**config.mk**
```make
export PLATFORM = sky130hd
export DESIGN_NAME = exc_ctrl_flat
export DESIGN_NICKNAME = d
export VERILOG_FILES = /design/src/rtl/cp0_pkg.sv /design/src/rtl/exc_ctrl_if.sv /design/src/rtl/exc_prio_enc.sv /design/src/rtl/exc_ctrl.sv /design/src/flat_wrapper.sv
export SDC_FILE = /design/constraint.sdc
export NUM_CORES = 1
export LEC_CHECK = 0
export CAP_MARGIN = 20
export CORE_MARGIN = 5
export CORE_UTILIZATION = 30
export CTS_BUF_LIST = sky130_fd_sc_hd__clkbuf_16
export CTS_CLUSTER_SIZE = 16
export DETAILED_ROUTE_END_ITERATION = 12
export PLACE_DENSITY_LB_ADDON = 0.1
export SYNTH_ARGS = -nofsm -noshare
export SYNTH_HDL_FRONTEND = slang
export SYNTH_SLANG_ARGS = --single-unit
```
**constraint.sdc**
```tcl
create_clock -name clk -period 1.7 [get_ports clk]
set_input_delay 0.255 -clock clk [delete_from_list [all_inputs] [get_ports clk]]
set_output_delay 0.255 -clock clk [all_outputs]
set_load 0.05 [all_outputs]
```
**src/rtl/cp0_pkg.sv**
```systemverilog
// CP0 shared definitions: ExcCodes, register addresses, Status bits,
// and the exception sequencer state/selection types.
package cp0_pkg;

  localparam logic [4:0] EXC_INT  = 5'd0;
  localparam logic [4:0] EXC_ADEL = 5'd4;
  localparam logic [4:0] EXC_ADES = 5'd5;
  localparam logic [4:0] EXC_SYS  = 5'd8;
  localparam logic [4:0] EXC_BP   = 5'd9;
  localparam logic [4:0] EXC_RI   = 5'd10;
  localparam logic [4:0] EXC_OV   = 5'd12;

  localparam logic [4:0] CP0_BADVADDR = 5'd8;
  localparam logic [4:0] CP0_COUNT    = 5'd9;
  localparam logic [4:0] CP0_STATUS   = 5'd12;
  localparam logic [4:0] CP0_CAUSE    = 5'd13;
  localparam logic [4:0] CP0_EPC      = 5'd14;

  localparam int ST_IE    = 0;
  localparam int ST_EXL   = 1;
  localparam int ST_IM_LO = 10;
  localparam int ST_IM_HI = 15;

  typedef enum logic [2:0] {
    S_IDLE,
    S_TAKE,
    S_ERET,
    S_DRAIN,
    S_REDIRECT
  } exc_state_e;

  typedef enum logic [1:0] {
    BADV_NONE,
    BADV_PC,
    BADV_ADDR
  } badv_sel_e;

endpackage

```
**src/rtl/exc_ctrl_if.sv**
```systemverilog
// Commit-stage to exception sequencer bus; master is the pipeline side,
// slave is exc_ctrl.
interface exc_ctrl_if;
  logic        mem_valid_i;
  logic [31:0] mem_pc_i;
  logic [31:0] mem_addr_i;
  logic        exc_adel_if_i;
  logic        exc_ri_i;
  logic        exc_sys_i;
  logic        exc_bp_i;
  logic        exc_ov_i;
  logic        exc_adel_i;
  logic        exc_ades_i;
  logic        eret_i;
  logic [5:0]  int_i;
  logic [31:0] status_i;
  logic [31:0] epc_i;
  logic        mem_kill_o;
  logic        cp0_exc_we_o;
  logic [4:0]  cp0_exc_code_o;
  logic        cp0_epc_we_o;
  logic [31:0] cp0_epc_o;
  logic        cp0_badv_we_o;
  logic [31:0] cp0_badv_o;
  logic        cp0_eret_o;
  logic        flush_o;
  logic        redirect_o;
  logic [31:0] redirect_pc_o;
  logic        busy_o;

  modport slave (
    input  mem_valid_i, mem_pc_i, mem_addr_i,
    input  exc_adel_if_i, exc_ri_i, exc_sys_i, exc_bp_i,
    input  exc_ov_i, exc_adel_i, exc_ades_i, eret_i,
    input  int_i, status_i, epc_i,
    output mem_kill_o, cp0_exc_we_o, cp0_exc_code_o,
    output cp0_epc_we_o, cp0_epc_o, cp0_badv_we_o, cp0_badv_o,
    output cp0_eret_o, flush_o, redirect_o, redirect_pc_o, busy_o
  );

  modport master (
    output mem_valid_i, mem_pc_i, mem_addr_i,
    output exc_adel_if_i, exc_ri_i, exc_sys_i, exc_bp_i,
    output exc_ov_i, exc_adel_i, exc_ades_i, eret_i,
    output int_i, status_i, epc_i,
    input  mem_kill_o, cp0_exc_we_o, cp0_exc_code_o,
    input  cp0_epc_we_o, cp0_epc_o, cp0_badv_we_o, cp0_badv_o,
    input  cp0_eret_o, flush_o, redirect_o, redirect_pc_o, busy_o
  );
endinterface

```
**src/rtl/exc_prio_enc.sv**
```systemverilog
// Fixed-priority selection of one exception from the commit flags
// plus a qualified interrupt request.
module exc_prio_enc
  import cp0_pkg::*;
(
  input  logic       int_req_i,
  input  logic       adel_if_i,
  input  logic       ri_i,
  input  logic       sys_i,
  input  logic       bp_i,
  input  logic       ov_i,
  input  logic       adel_i,
  input  logic       ades_i,
  output logic       valid_o,
  output logic [4:0] code_o,
  output badv_sel_e  badv_sel_o
);

  always_comb begin
    valid_o    = 1'b1;
    code_o     = EXC_INT;
    badv_sel_o = BADV_NONE;
    priority case (1'b1)
      int_req_i: code_o = EXC_INT;
      adel_if_i: begin
        code_o     = EXC_ADEL;
        badv_sel_o = BADV_PC;
      end
      ri_i:  code_o = EXC_RI;
      sys_i: code_o = EXC_SYS;
      bp_i:  code_o = EXC_BP;
      ov_i:  code_o = EXC_OV;
      adel_i: begin
        code_o     = EXC_ADEL;
        badv_sel_o = BADV_ADDR;
      end
      ades_i: begin
        code_o     = EXC_ADES;
        badv_sel_o = BADV_ADDR;
      end
      default: valid_o = 1'b0;
    endcase
  end

endmodule

```
**src/rtl/exc_ctrl.sv**
```systemverilog
// Exception/ERET sequencer: CP0 strobes, flush drain, PC redirect.
// Interrupt path is built only when EXC_CTRL_INT_EN is defined.
module exc_ctrl
  import cp0_pkg::*;
#(
  parameter logic [31:0] EXC_VECTOR   = 32'hBFC0_0380,
  parameter int unsigned FLUSH_CYCLES = 2
) (
  input logic       clk,
  input logic       rst,
  exc_ctrl_if.slave bus
);

  exc_state_e  state_q, state_d;
  logic [3:0]  cnt_q, cnt_d;
  logic [4:0]  code_q, code_d;
  logic [31:0] epc_q, epc_d;
  logic [31:0] badv_q, badv_d;
  logic [31:0] target_q, target_d;
  logic        exc_we_q, exc_we_d;
  logic        epc_we_q, epc_we_d;
  logic        badv_we_q, badv_we_d;
  logic        eret_q, eret_d;
  logic        flush_q, flush_d;
  logic        redir_q, redir_d;

  logic        int_req;
  logic        enc_valid;
  logic [4:0]  enc_code;
  badv_sel_e   enc_sel;
  logic        unused_bits;

`ifdef EXC_CTRL_INT_EN
  logic [5:0] int_q, int_d;

  assign int_d = bus.int_i;

  always_ff @(posedge clk) begin
    if (rst) int_q <= '0;
    else     int_q <= int_d;
  end

  assign int_req = bus.status_i[ST_IE]
                 & ~bus.status_i[ST_EXL]
                 & |(int_q & bus.status_i[ST_IM_HI:ST_IM_LO]);
  assign unused_bits = ^{bus.status_i[31:16], bus.status_i[9:2]};
`else
  assign int_req     = 1'b0;
  assign unused_bits = ^{bus.int_i, bus.status_i[31:2],
                         bus.status_i[0]};
`endif

  exc_prio_enc u_enc (
    .int_req_i  (int_req),
    .adel_if_i  (bus.exc_adel_if_i),
    .ri_i       (bus.exc_ri_i),
    .sys_i      (bus.exc_sys_i),
    .bp_i       (bus.exc_bp_i),
    .ov_i       (bus.exc_ov_i),
    .adel_i     (bus.exc_adel_i),
    .ades_i     (bus.exc_ades_i),
    .valid_o    (enc_valid),
    .code_o     (enc_code),
    .badv_sel_o (enc_sel)
  );

  always_comb begin
    state_d   = state_q;
    cnt_d     = cnt_q;
    code_d    = code_q;
    epc_d     = epc_q;
    badv_d    = badv_q;
    target_d  = target_q;
    exc_we_d  = 1'b0;
    epc_we_d  = 1'b0;
    badv_we_d = 1'b0;
    eret_d    = 1'b0;
    flush_d   = 1'b0;
    redir_d   = 1'b0;
    unique case (state_q)
      S_IDLE: begin
        if (bus.mem_valid_i && enc_valid) begin
          state_d   = S_TAKE;
          code_d    = enc_code;
          epc_d     = bus.mem_pc_i;
          target_d  = EXC_VECTOR;
          exc_we_d  = 1'b1;
          epc_we_d  = ~bus.status_i[ST_EXL];
          badv_we_d = (enc_sel != BADV_NONE);
          flush_d   = 1'b1;
          if (enc_sel == BADV_PC)   badv_d = bus.mem_pc_i;
          if (enc_sel == BADV_ADDR) badv_d = bus.mem_addr_i;
        end else if (bus.mem_valid_i && bus.eret_i) begin
          state_d  = S_ERET;
          target_d = bus.epc_i;
          eret_d   = 1'b1;
          flush_d  = 1'b1;
        end
      end
      S_TAKE, S_ERET: begin
        state_d = S_DRAIN;
        cnt_d   = 4'(FLUSH_CYCLES - 1);
        flush_d = 1'b1;
      end
      S_DRAIN: begin
        flush_d = 1'b1;
        if (cnt_q == 4'd0) begin
          state_d = S_REDIRECT;
          redir_d = 1'b1;
        end else begin
          cnt_d = cnt_q - 4'd1;
        end
      end
      S_REDIRECT: state_d = S_IDLE;
      default:    state_d = S_IDLE;
    endcase
  end

  always_ff @(posedge clk) begin
    if (rst) begin
      state_q   <= S_IDLE;
      cnt_q     <= '0;
      code_q    <= '0;
      epc_q     <= '0;
      badv_q    <= '0;
      target_q  <= '0;
      exc_we_q  <= 1'b0;
      epc_we_q  <= 1'b0;
      badv_we_q <= 1'b0;
      eret_q    <= 1'b0;
      flush_q   <= 1'b0;
      redir_q   <= 1'b0;
    end else begin
      state_q   <= state_d;
      cnt_q     <= cnt_d;
      code_q    <= code_d;
      epc_q     <= epc_d;
      badv_q    <= badv_d;
      target_q  <= target_d;
      exc_we_q  <= exc_we_d;
      epc_we_q  <= epc_we_d;
      badv_we_q <= badv_we_d;
      eret_q    <= eret_d;
      flush_q   <= flush_d;
      redir_q   <= redir_d;
    end
  end

  // ERET alone never kills: the instruction has no writeback to guard
  assign bus.mem_kill_o = bus.mem_valid_i
                        & ((state_q != S_IDLE) | enc_valid);

  assign bus.cp0_exc_we_o   = exc_we_q;
  assign bus.cp0_exc_code_o = code_q;
  assign bus.cp0_epc_we_o   = epc_we_q;
  assign bus.cp0_epc_o      = epc_q;
  assign bus.cp0_badv_we_o  = badv_we_q;
  assign bus.cp0_badv_o     = badv_q;
  assign bus.cp0_eret_o     = eret_q;
  assign bus.flush_o        = flush_q;
  assign bus.redirect_o     = redir_q;
  assign bus.redirect_pc_o  = target_q;
  assign bus.busy_o         = (state_q != S_IDLE);

endmodule
```
**src/flat_wrapper.sv**
```systemverilog
// flat-port wrapper written by rule: the top's interface ports become plain ports
module exc_ctrl_flat import cp0_pkg::*;
#(
  parameter logic [31:0] EXC_VECTOR   = 32'hBFC0_0380,
  parameter int unsigned FLUSH_CYCLES = 2
)
  (clk, rst, bus_mem_valid_i, bus_mem_pc_i, bus_mem_addr_i, bus_exc_adel_if_i, bus_exc_ri_i, bus_exc_sys_i, bus_exc_bp_i, bus_exc_ov_i, bus_exc_adel_i, bus_exc_ades_i, bus_eret_i, bus_int_i, bus_status_i, bus_epc_i, bus_mem_kill_o, bus_cp0_exc_we_o, bus_cp0_exc_code_o, bus_cp0_epc_we_o, bus_cp0_epc_o, bus_cp0_badv_we_o, bus_cp0_badv_o, bus_cp0_eret_o, bus_flush_o, bus_redirect_o, bus_redirect_pc_o, bus_busy_o);
  exc_ctrl_if bus_i ();
  input logic clk;
  input logic rst;
  input wire logic [$bits(bus_i.mem_valid_i)-1:0] bus_mem_valid_i;
  input wire logic [$bits(bus_i.mem_pc_i)-1:0] bus_mem_pc_i;
  input wire logic [$bits(bus_i.mem_addr_i)-1:0] bus_mem_addr_i;
  input wire logic [$bits(bus_i.exc_adel_if_i)-1:0] bus_exc_adel_if_i;
  input wire logic [$bits(bus_i.exc_ri_i)-1:0] bus_exc_ri_i;
  input wire logic [$bits(bus_i.exc_sys_i)-1:0] bus_exc_sys_i;
  input wire logic [$bits(bus_i.exc_bp_i)-1:0] bus_exc_bp_i;
  input wire logic [$bits(bus_i.exc_ov_i)-1:0] bus_exc_ov_i;
  input wire logic [$bits(bus_i.exc_adel_i)-1:0] bus_exc_adel_i;
  input wire logic [$bits(bus_i.exc_ades_i)-1:0] bus_exc_ades_i;
  input wire logic [$bits(bus_i.eret_i)-1:0] bus_eret_i;
  input wire logic [$bits(bus_i.int_i)-1:0] bus_int_i;
  input wire logic [$bits(bus_i.status_i)-1:0] bus_status_i;
  input wire logic [$bits(bus_i.epc_i)-1:0] bus_epc_i;
  output wire logic [$bits(bus_i.mem_kill_o)-1:0] bus_mem_kill_o;
  output wire logic [$bits(bus_i.cp0_exc_we_o)-1:0] bus_cp0_exc_we_o;
  output wire logic [$bits(bus_i.cp0_exc_code_o)-1:0] bus_cp0_exc_code_o;
  output wire logic [$bits(bus_i.cp0_epc_we_o)-1:0] bus_cp0_epc_we_o;
  output wire logic [$bits(bus_i.cp0_epc_o)-1:0] bus_cp0_epc_o;
  output wire logic [$bits(bus_i.cp0_badv_we_o)-1:0] bus_cp0_badv_we_o;
  output wire logic [$bits(bus_i.cp0_badv_o)-1:0] bus_cp0_badv_o;
  output wire logic [$bits(bus_i.cp0_eret_o)-1:0] bus_cp0_eret_o;
  output wire logic [$bits(bus_i.flush_o)-1:0] bus_flush_o;
  output wire logic [$bits(bus_i.redirect_o)-1:0] bus_redirect_o;
  output wire logic [$bits(bus_i.redirect_pc_o)-1:0] bus_redirect_pc_o;
  output wire logic [$bits(bus_i.busy_o)-1:0] bus_busy_o;
  assign bus_i.mem_valid_i = bus_mem_valid_i;
  assign bus_i.mem_pc_i = bus_mem_pc_i;
  assign bus_i.mem_addr_i = bus_mem_addr_i;
  assign bus_i.exc_adel_if_i = bus_exc_adel_if_i;
  assign bus_i.exc_ri_i = bus_exc_ri_i;
  assign bus_i.exc_sys_i = bus_exc_sys_i;
  assign bus_i.exc_bp_i = bus_exc_bp_i;
  assign bus_i.exc_ov_i = bus_exc_ov_i;
  assign bus_i.exc_adel_i = bus_exc_adel_i;
  assign bus_i.exc_ades_i = bus_exc_ades_i;
  assign bus_i.eret_i = bus_eret_i;
  assign bus_i.int_i = bus_int_i;
  assign bus_i.status_i = bus_status_i;
  assign bus_i.epc_i = bus_epc_i;
  assign bus_mem_kill_o = bus_i.mem_kill_o;
  assign bus_cp0_exc_we_o = bus_i.cp0_exc_we_o;
  assign bus_cp0_exc_code_o = bus_i.cp0_exc_code_o;
  assign bus_cp0_epc_we_o = bus_i.cp0_epc_we_o;
  assign bus_cp0_epc_o = bus_i.cp0_epc_o;
  assign bus_cp0_badv_we_o = bus_i.cp0_badv_we_o;
  assign bus_cp0_badv_o = bus_i.cp0_badv_o;
  assign bus_cp0_eret_o = bus_i.cp0_eret_o;
  assign bus_flush_o = bus_i.flush_o;
  assign bus_redirect_o = bus_i.redirect_o;
  assign bus_redirect_pc_o = bus_i.redirect_pc_o;
  assign bus_busy_o = bus_i.busy_o;
  exc_ctrl #(.EXC_VECTOR(EXC_VECTOR), .FLUSH_CYCLES(FLUSH_CYCLES)) u_core (.clk(clk), .rst(rst), .bus(bus_i));
endmodule
```
Yosys cells after proc, flatten, opt, wreduce, memory -nomap -nowiden
Index checks and enable logic that the tools add are counted.
W data, S select, Z words.
Word-level totals
  register bits: 114
  bits of input ports: 145
  output and inout port bits: 109
  logic and storage cells: 83
Operators by class
  add/subtract/negate cells: 1
  equality and inequality tests: 8
  multiplexer cells: 36
  bitwise gates (word level): 6
  reduce and logical (&&, ||, !) cells: 20
Operators by type and width (count)
  $mux W32: 4
  $mux W3: 5
  $mux W5: 3
  $mux W2: 7
  $mux W4: 3
  $mux W1: 11
  $pmux W3 S3: 1
  $reduce_or A3 Y1: 3
  $pmux W4 S2: 1
  $reduce_and A2 Y1: 4
  $reduce_bool A2 Y1: 4
  $eq A3 B2 Y1 const B: 2
  $reduce_or A2 Y1: 3
  $logic_not A4 Y1: 1
  $not A1 Y1: 4
  $sub A4 B1 Y4 const B: 1
  $eq A3 B1 Y1 const B: 1
  $logic_not A3 Y1: 1
  $ne A3 B1 Y1 const B: 1
  $reduce_and A3 Y1: 1
  $reduce_bool A3 Y1: 1
  $eq A2 B1 Y1 const B: 1
  $eq A2 B2 Y1 const B: 1
  $logic_and A1 B1 Y1: 2
  5 further kinds: 5

Longest topological paths before layout
Gate-level depths: netlist of the first run.
  word-level depth: 10
  depth in mapped cells: 8
  mapped depth without buffers: 6

By module
From an unflattened synthesis of the first run, not the netlist that was laid out.
Second synthesis, totals
  cell total of the unflattened synthesis: 528
  area, all modules: 4789.6 um^2
Modules (own cells, without submodules)
  exc_ctrl: instances 1, cells an instance 511, area an instance 4685.7 um^2, seq. area each 2282.2 um^2
  exc_prio_enc: instances 1, cells an instance 17, area an instance 103.8 um^2, seq. area each 0.0 um^2

Worst setup path before layout of the first run
No wires, ideal clock.
  kind: register to output
  from: register u_core.state_q[2]
  to: output bus_mem_kill_o
  arrival time: 1693 ps
  required time: 1445 ps
  path slack: -248 ps
  stages on the path, launching flop included: 5
  path buffers: 1
  cells stage by stage: dfxtp_1 -> buf_2 -> nor3_1 -> inv_1 -> o31a_1
On the way
  cells in the longest elaborated chain, start to end: 3
RTL lines
  from (decl): RTL line exc_ctrl.sv:14  | exc_state_e state_q, state_d;
  from (signal assigned): RTL line exc_ctrl.sv:134  | state_q <= state_d;
  $reduce_bool A3 Y1
  named net bus_busy_o: RTL line flat_wrapper.sv:36  | output wire logic [$bits(bus_i.busy_o)-1:0] bus_busy_o;
  $or A1 B1 Y1: RTL line exc_ctrl.sv:151  | & ((state_q != S_IDLE) | enc_valid);
  $and A1 B1 Y1: RTL line exc_ctrl.sv:151
  to (decl): RTL line flat_wrapper.sv:25  | output wire logic [$bits(bus_i.mem_kill_o)-1:0] bus_mem_kill_o;
The timed path passes the listed nets, and every way through them passes these cells.

Worst setup path in the final report of the first run
  from: register u_core.state_q[0]
  to: output bus_mem_kill_o
On the way
  cells in the longest elaborated chain, start to end: 3
RTL lines (RTL line)
  $reduce_bool A3 Y1: exc_ctrl.sv:151
  $or A1 B1 Y1: exc_ctrl.sv:151
  $and A1 B1 Y1: exc_ctrl.sv:151
No other way between the ends.

==> flow_summary.rst, run 1 <==
.. list-table::
   :header-rows: 1

   * - Metric
     - Value
   * - Area of the multi-input gates
     - 0.002281 mm²
   * - Post-synth EDFFs
     - 0
   * - Total number of nets in the final design
     - 920
   * - Count of state elements after synthesis
     - 113
   * - Register-to-Register Path Depth
     - 8
   * - Post-DRT Antenna Nets
     - 0
   * - Post-route DRC
     - 0
   * - Share of the clock period used by the worst path after layout
     - 104.4%
   * - Placement-stage worst setup slack
     - -0.4999 ns
   * - Actual transition at the worst max-transition pin
     - 0.5050 ns
   * - Fill cells
     - 1304
   * - Relative slew slack
     - 66.17%
   * - Share of synthesized registers carrying an async set or reset
     - 0%
   * - Clock buffer depth
     - 2
   * - FF-to-FF End
     - u_core.bus.cp0_exc_code_o[3]
   * - Die ar.
     - 0.01695 mm²
   * - Unrepaired setup endpoints after global routing
     - yes
   * - Critical Path Start Type
     - flip-flop
   * - Final-layout setup total negative slack
     - -0.09625 ns
   * - FF-to-FF setup slack
     - -0.02 ns
   * - Highest clock rate
     - 563.6 MHz
   * - First DRT Iteration DRCs
     - 154
   * - Horizontal die dimension
     - 130.2 µm
   * - Final setup skew
     - 0.006080 ns
   * - Worst-path cell chain
     - buf_6, nor3_4, inv_2, o31a_1, buf_6
   * - Start point of the worst hold path
     - rst
   * - Total overflow reported by the global router
     - 0
   * - Hold Crit Depth
     - 2
   * - Setup ws final
     - -0.07446 ns
   * - Starting density of the core
     - 30.16%
   * - Number of H-tree levels
     - 4
   * - Number of antenna repair diodes
     - 0
   * - Number of max-capacitance violations reported
     - 0
   * - Leakage component of the power
     - 3.227 nW
   * - Master of the slowest instance on the critical path
     - dfxtp_2
   * - Post-synthesis sequential area ratio
     - 52.21%
   * - Peak supply drop
     - 0.0007298 V
   * - WHS Endpoint
     - u_core.bus.cp0_exc_code_o[2]
   * - Hold Fails Final Rpt
     - 0
   * - Largest delay share family, worst path
     - buffers and inverters
   * - Count of clock tree sinks
     - 113
   * - Cell variety after synth
     - 38
   * - First element of the critical path
     - u_core.state_q[0]
   * - Worst hold-check path type
     - in -> reg
   * - Largest area contributor in the netlist
     - dfxtp_1
   * - Vias after detailed routing
     - 4723
   * - Post-layout util
     - 56.11%
   * - Delay of the slowest cell on the worst path
     - 0.32 ns
   * - Number of buffer and inverter stages on the critical path
     - 3
   * - FP Rows
     - 44
   * - TritonCTS clock tree
     - yes
   * - Antenna violations before repair
     - 0
   * - Yosys top cell area share
     - 52.21%
   * - Leading cell types in the layout, fill and taps excluded
     - 140 x buf_4, 110 x dfxtp_1, 99 x clkdlybuf4s50_1
   * - Number of placed I/O pins
     - 254
   * - Reg-to-reg critical path startpoint
     - u_core.state_q[0]
   * - Cell Area, Synth
     - 0.004333 mm²
   * - Status
     - finished, violations left
   * - WP data required
     - 1.44 ns
   * - Maximum number of pins on one net before global-route repair
     - 57
   * - Placer's final routability congestion estimate
     - 0.8647
   * - Final hold slack
     - 0.2390 ns
   * - Area taken by flip-flops and latches
     - 0.002266 mm²
   * - Latest clock arrival within the worst-skew pair
     - 0.41 ns
   * - TritonCTS buffer count
     - 17
   * - Top cells by area in the synthesized netlist
     - dfxtp_1 52%, nand2_1 8.9%, a21oi_1 8.1%
   * - Iteration count of the initial detailed-routing pass
     - 4
   * - Synthesized Nets
     - 654
   * - Average cell area after synthesis
     - 8.546 µm²
   * - Leading register cell type out of synthesis
     - dfxtp_1
   * - Synthesized instance count
     - 507
   * - Placeable core region
     - 0.01437 mm²
   * - Power density over the cells
     - 1254 mW/mm²
   * - Number of I/O port buffers
     - 215
   * - Vias per Instance
     - 4.879
   * - Final critical delay including setup and external delays
     - 1.774 ns
   * - Most common cell after layout, fill and taps aside
     - buf_4
   * - Routed wire per std cell
     - 17.63 µm
   * - Total Routing Usage GR
     - 18.52%
   * - Crit Path Category
     - reg -> out
   * - Number of max-slew violations in the final report
     - 0
   * - Post-CTS clock slew at the launch and capture registers of the worst setup and hold paths
     - 0.05 ns
   * - Wire length after detailed routing
     - 17.07 mm
   * - Number of warnings reported in the yosys synthesis log
     - 0
   * - First-pass GRT wire length
     - 24.32 mm
   * - Critical path peak fanout
     - 2
   * - Die Height
     - 130.2 µm
   * - Failing checks
     - setup timing
   * - Number of global-route vias before repair
     - 4692
   * - Share of post-route cells with drive strength above 1
     - 38.01%
   * - Kind of end point of the critical path
     - output port
   * - Layout Area Growth over Synthesis
     - 86.08%
   * - Arrival time of the worst setup path
     - 1.52 ns
   * - Worst path most repeated cell
     - buf_6
   * - Final number of setup-violating endpoints
     - 3
   * - HPWL after DPL
     - 11.25 mm
   * - Clock Root Buffer
     - clkbuf_16
[report_power, final]
group | switching [W] | internal, W
Combinational | 0.00230 | 0.00169
Clock | 0.00118 | 0.00178
Sequential | 0.000183 | 0.00298
[through the flow]
stage / power [W] / std cells / instance area, µm²
global route: 0.01056 / 968 / 8063
floorplan: 0.005144 / 507 / 4338
CTS: 0.009856 / 958 / 7541
finish: 0.01011 / 968 / 8063
detailed placement: 0.006457 / 907 / 6718
global placement: 0.006420 / 907 / 6718
[worst register-to-register path: cells and delay by family, from the launching register on]
kind | cells | cell delay [ns]
AOI/OAI and AO/OA | 2 | 0.21
buffers and inverters | 4 | 0.56
and+or+nand+nor | 2 | 0.57
DFF | 1 | 0.32
[cell families (layout without fill, tap and decap cells)]
kind of cell | after synthesis | in the layout | share of synthesized area [%]
xor gates and xnor gates | 2 | 2 | 0.4043
DFF | 113 | 113 | 52.21
buffers and inverters | 46 | 323 | 5.024
other | 1 | 1 | 0.08655
and+or+nand+nor | 201 | 201 | 20.04
AOI/OAI and AO/OA | 142 | 142 | 21.66
adders and majority gates | 2 | 2 | 0.5774
[synthesized netlist by cell type, types with 3 or more instances]
| cell type | count |
|---|---|
| nor3b_1 | 3 |
| inv_1 | 4 |
| or3_1 | 3 |
| dfxtp_1 | 113 |
| nor3_1 | 18 |
| clkbuf_1 | 18 |
| nor2_1 | 63 |
| a22o_1 | 20 |
| a21oi_1 | 70 |
| a211oi_1 | 34 |
| buf_4 | 6 |
| nand2_1 | 103 |
| buf_2 | 18 |
[what timing repair did]
action,in CTS,in global routing
gates cloned,5,7
buffers inserted,18,6
pin swaps,8,30
hold buffers,0,0
gates resized for setup,36,99
endpoints found under the setup margin,46,101
endpoints found under the hold margin,0,0
[area by class of cell]
type                       instances  share of cell area, %
timing repair buffer             289                  34.56
multi-input combinational        348                  28.29
sequential                       113                  28.10
clock buffer                      17                  5.276
tap                              184                  2.855
clock inverter                    13                 0.7294
inverter                           4                 0.1862
[routing by layer]
layer	vias up	share of wire, %	global-route usage [%]	wire, µm
li1	2282	-	-	-
met1	2258	42	21.80	7107
met2	151	48	30.81	8224
met3	32	8.2	6.836	1391
met4	0	2.0	6.968	341
met5	-	0	0	0
[state kept, by name, indices dropped and copies added, names as in the netlist]
signal                     cells
u_core.bus.cp0_badv_o         32
u_core.bus.cp0_badv_we_o       1
u_core.bus.cp0_epc_o          32
u_core.bus.cp0_epc_we_o        1
u_core.bus.cp0_eret_o          1
u_core.bus.cp0_exc_code_o      4
u_core.bus.cp0_exc_we_o        1
u_core.bus.flush_o             1
u_core.bus.redirect_o          1
u_core.bus.redirect_pc_o      32
u_core.cnt_q                   4
u_core.state_q                 3
[worst max-delay path by stage]
stage	slack (ns)	end	cells past startpoint
2_1_floorplan	0.002	bus_mem_kill_o	4
3_3_place_gp	-0.43	u_core.bus.cp0_epc_o[27]	7
3_5_place_dp	-0.50	u_core.bus.cp0_badv_o[0]	8
4_1_cts	-0.14	bus_mem_kill_o	5
5_1_grt	-0.11	bus_mem_kill_o	5
6_report	-0.07	bus_mem_kill_o	5
(Power assumes the default switching activity.)
==> run 2: changes to the inputs <==
Settings changed: CTS_BUF_LIST sky130_fd_sc_hd__clkbuf_16 to sky130_fd_sc_hd__clkbuf_2, MAX_ROUTING_LAYER set to met4.
==> run 2 against run 1 <==
Compared with the run above: the flow still finishes with violations (setup timing); clock power shrank 56%; hold slack lost 0.10 ns; worst setup slack got worse by 0.30 ns; non-clock buffer count decreased by 11; sequential cell count is the same; die area is the same; clock skew increased by 0.011 ns; cell count down 1.0%; design area down 6.5%; wire length is 3.4% lower; largest cell class unchanged.
==> flow_summary.rst, run 2 (synthesis results as in run 1) <==
.. list-table::
   :header-rows: 1

   * - Metric
     - Value
   * - Clock Root Buffer
     - clkbuf_2
   * - TritonCTS buffer count
     - 17 (unchanged)
   * - WP data required
     - 1.44 ns (about the same)
   * - Vias per Instance
     - 4.834 (-0.92%)
   * - Iteration count of the initial detailed-routing pass
     - 4 (unchanged)
   * - Gate power share
     - 46.3% (+6.9 points)
   * - Post-route DRC
     - 0 (unchanged)
   * - Placeable core region
     - 0.01437 mm² (unchanged)
   * - Unrepaired setup endpoints after global routing
     - yes
   * - Peak supply drop
     - 0.0004833 V (-34%)
   * - Status
     - finished, violations left
   * - Final critical delay including setup and external delays
     - 2.074 ns (+0.2998 ns)
   * - Register-to-Register Path Depth
     - 8 (unchanged)
   * - Starting density of the core
     - 30.16% (unchanged)
   * - Wire length after detailed routing
     - 16.49 mm (-3.4%)
   * - Setup ws final
     - -0.3742 ns (-0.2998 ns)
   * - Total number of nets in the final design
     - 909 (-1.2%)
   * - Net Switching
     - 0.003412 W (-6.6%)
   * - Horizontal die dimension
     - 130.2 µm (unchanged)
   * - Internal Dissipation
     - 0.004914 W (-24%)
   * - First DRT Iteration DRCs
     - 187 (+21%)
   * - Count of clock tree sinks
     - 113 (unchanged)
   * - Crit Path Category
     - in -> out
   * - Kind of end point of the critical path
     - output port
   * - Share of the clock period used by the worst path after layout
     - 122.0% (+18 points)
   * - FF-to-FF End
     - u_core.bus.cp0_epc_o[25]
   * - HPWL after DPL
     - 11.25 mm (unchanged)
   * - TritonCTS clock tree
     - yes
   * - First element of the critical path
     - bus_exc_adel_i
   * - Number of placed I/O pins
     - 254 (unchanged)
   * - Clk pwr share
     - 15.7% (-14 points)
   * - Maximum number of pins on one net before global-route repair
     - 57 (unchanged)
   * - Power density over the cells
     - 1105 mW/mm² (-12%)
   * - Arrival time of the worst setup path
     - 1.82 ns (+0.30 ns)
   * - Post-CTS clock slew at the launch and capture registers of the worst setup and hold paths
     - 0.15 ns (+0.10 ns)
   * - Post-layout util
     - 52.45% (-3.7 points)
   * - Number of I/O port buffers
     - 215 (unchanged)
   * - Total Routing Usage GR
     - 18.06% (-0.46 points)
   * - Number of max-slew violations in the final report
     - 0 (unchanged)
   * - Area taken by flip-flops and latches
     - 0.002266 mm² (unchanged)
   * - Standard cell area after detailed placement
     - 0.006718 mm² (unchanged)
   * - Placer's final routability congestion estimate
     - 0.8787 (+1.6%)
   * - Number of max-capacitance violations reported
     - 0 (unchanged)
   * - Routed wire per std cell
     - 17.21 µm (-2.4%)
   * - Fill cells
     - 1373 (+5.3%)
   * - Highest clock rate
     - 482.1 MHz (-14%)
   * - Switch share
     - 40.98% (+4.8 points)
   * - Latest clock arrival within the worst-skew pair
     - 0.64 ns (+0.23 ns)
   * - Number of global-route vias before repair
     - 4568 (-2.6%)
   * - Total overflow reported by the global router
     - 0 (unchanged)
   * - Hold Fails Final Rpt
     - 0 (unchanged)
   * - Worst hold-check path type
     - in -> reg
   * - Reg-to-reg critical path startpoint
     - u_core.state_q[1]
   * - Die ar.
     - 0.01695 mm² (unchanged)
   * - Leading cell types in the layout, fill and taps excluded
     - 143 x buf_4, 110 x dfxtp_1, 106 x clkdlybuf4s50_1
   * - Clock buffer depth
     - 2 (unchanged)
   * - Layout Area Growth over Synthesis
     - 73.92%
   * - Final setup skew
     - 0.01684 ns (+0.01076 ns)
   * - First-pass GRT wire length
     - 23.09 mm (-5.0%)
   * - Number of H-tree levels
     - 4 (unchanged)
   * - Vias after detailed routing
     - 4631 (-1.9%)
   * - Share of post-route cells with drive strength above 1
     - 37.00% (-1.0 points)
   * - Final number of setup-violating endpoints
     - 4 (+1)
   * - Sequential cell fraction of total power
     - 38.0% (+6.7 points)
   * - FF-to-FF setup slack
     - -0.01 ns (about the same)
   * - Most common cell after layout, fill and taps aside
     - buf_4
   * - Critical Path Start Type
     - primary input
   * - Post-DRT Antenna Nets
     - 0 (unchanged)
   * - Leakage component of the power
     - 3.075 nW (-4.7%)
   * - CP endpoint
     - bus_mem_kill_o
   * - Critical path peak fanout
     - 5 (+3)
   * - Failing checks
     - setup timing
   * - Post-Layout Inst Area
     - 0.007536 mm² (-6.5%)
   * - Placement-stage worst setup slack
     - -0.4999 ns (unchanged)
   * - FP Rows
     - 44 (unchanged)
   * - Antenna violations before repair
     - 1 (+1)
   * - Total Power Consumption
     - 0.008326 W (-18%)
   * - Area of the multi-input gates
     - 0.002226 mm² (-2.4%)
   * - Die Height
     - 130.2 µm (unchanged)
run 2: how the worst min path moves through the flow:
stage / startpoint / endpoint / cells after the start
2_1_floorplan: bus_status_i[1] / u_core.bus.cp0_epc_we_o / 1
4_1_cts: bus_mem_addr_i[5] / u_core.bus.cp0_badv_o[5] / 3
3_5_place_dp: u_core.bus.cp0_epc_o[25] / u_core.bus.cp0_epc_o[25] / 2
3_3_place_gp: u_core.bus.cp0_epc_o[3] / u_core.bus.cp0_epc_o[3] / 2
6_report: bus_status_i[1] / u_core.bus.cp0_epc_we_o / 2
5_1_grt: bus_status_i[1] / u_core.bus.cp0_epc_we_o / 2
run 2: area by class of cell:
cell class                      instances  area share (%)
Antenna cell                            1         0.03321
Clock inverter                         10          0.6309
Timing Repair Buffer                  278           35.15
Inverter                                4          0.1992
Multi-Input combinational cell        348           29.54
Sequential cell                       113           30.07
Clock buffer                           20           1.328
Tap cell                              184           3.055
run 2: power groups by stage:
| stage | Clock, W | Sequential (W) | Combinational, W |
|---|---|---|---|
| 3_5_place_dp | 0 | 0.00321 | 0.00324 |
| 4_1_cts | 0.00138 | 0.00316 | 0.00335 |
| 5_1_grt | 0.00152 | 0.00320 | 0.00407 |
| 3_3_place_gp | 0 | 0.00320 | 0.00322 |
| 2_1_floorplan | 0 | 0.00415 | 0.000995 |
| 6_report | 0.00131 | 0.00316 | 0.00386 |
run 2: metrics by stage:
stage	std cells	TNS, ns	hold WS, ns
6_report	958	-0.5770	0.1381
5_1_grt	958	-3.214	0.03948
4_1_cts	944	-0.8037	0.04795
3_5_place_dp	907	-42.63	0.4477
3_3_place_gp	907	-40.59	0.4438
2_1_floorplan	507	0	0.3318
run 2: layer usage:
layer	up-vias	share of wire [%]	global-route usage [%]
met2	154	49	29.09
met4	0	1.2	5.623
met3	16	8.2	6.672
li1	2269	-	-
met1	2192	42	20.98
met5	-	0	-
run 2: critical path: stages:
cell	delay, ns
clkdlybuf4s50_1	0.47
or3_1	0.43
buf_4	0.18
o31a_1	0.31
buf_6	0.16
run 2: repair_timing:
action                     CTS  global route
hold buffers                 1             0
resized for setup           11            93
cloned                       0             9
buffers inserted             7             5
setup endpoints to repair    3            77
hold endpoints to repair     8             0
pin swaps                    4            48
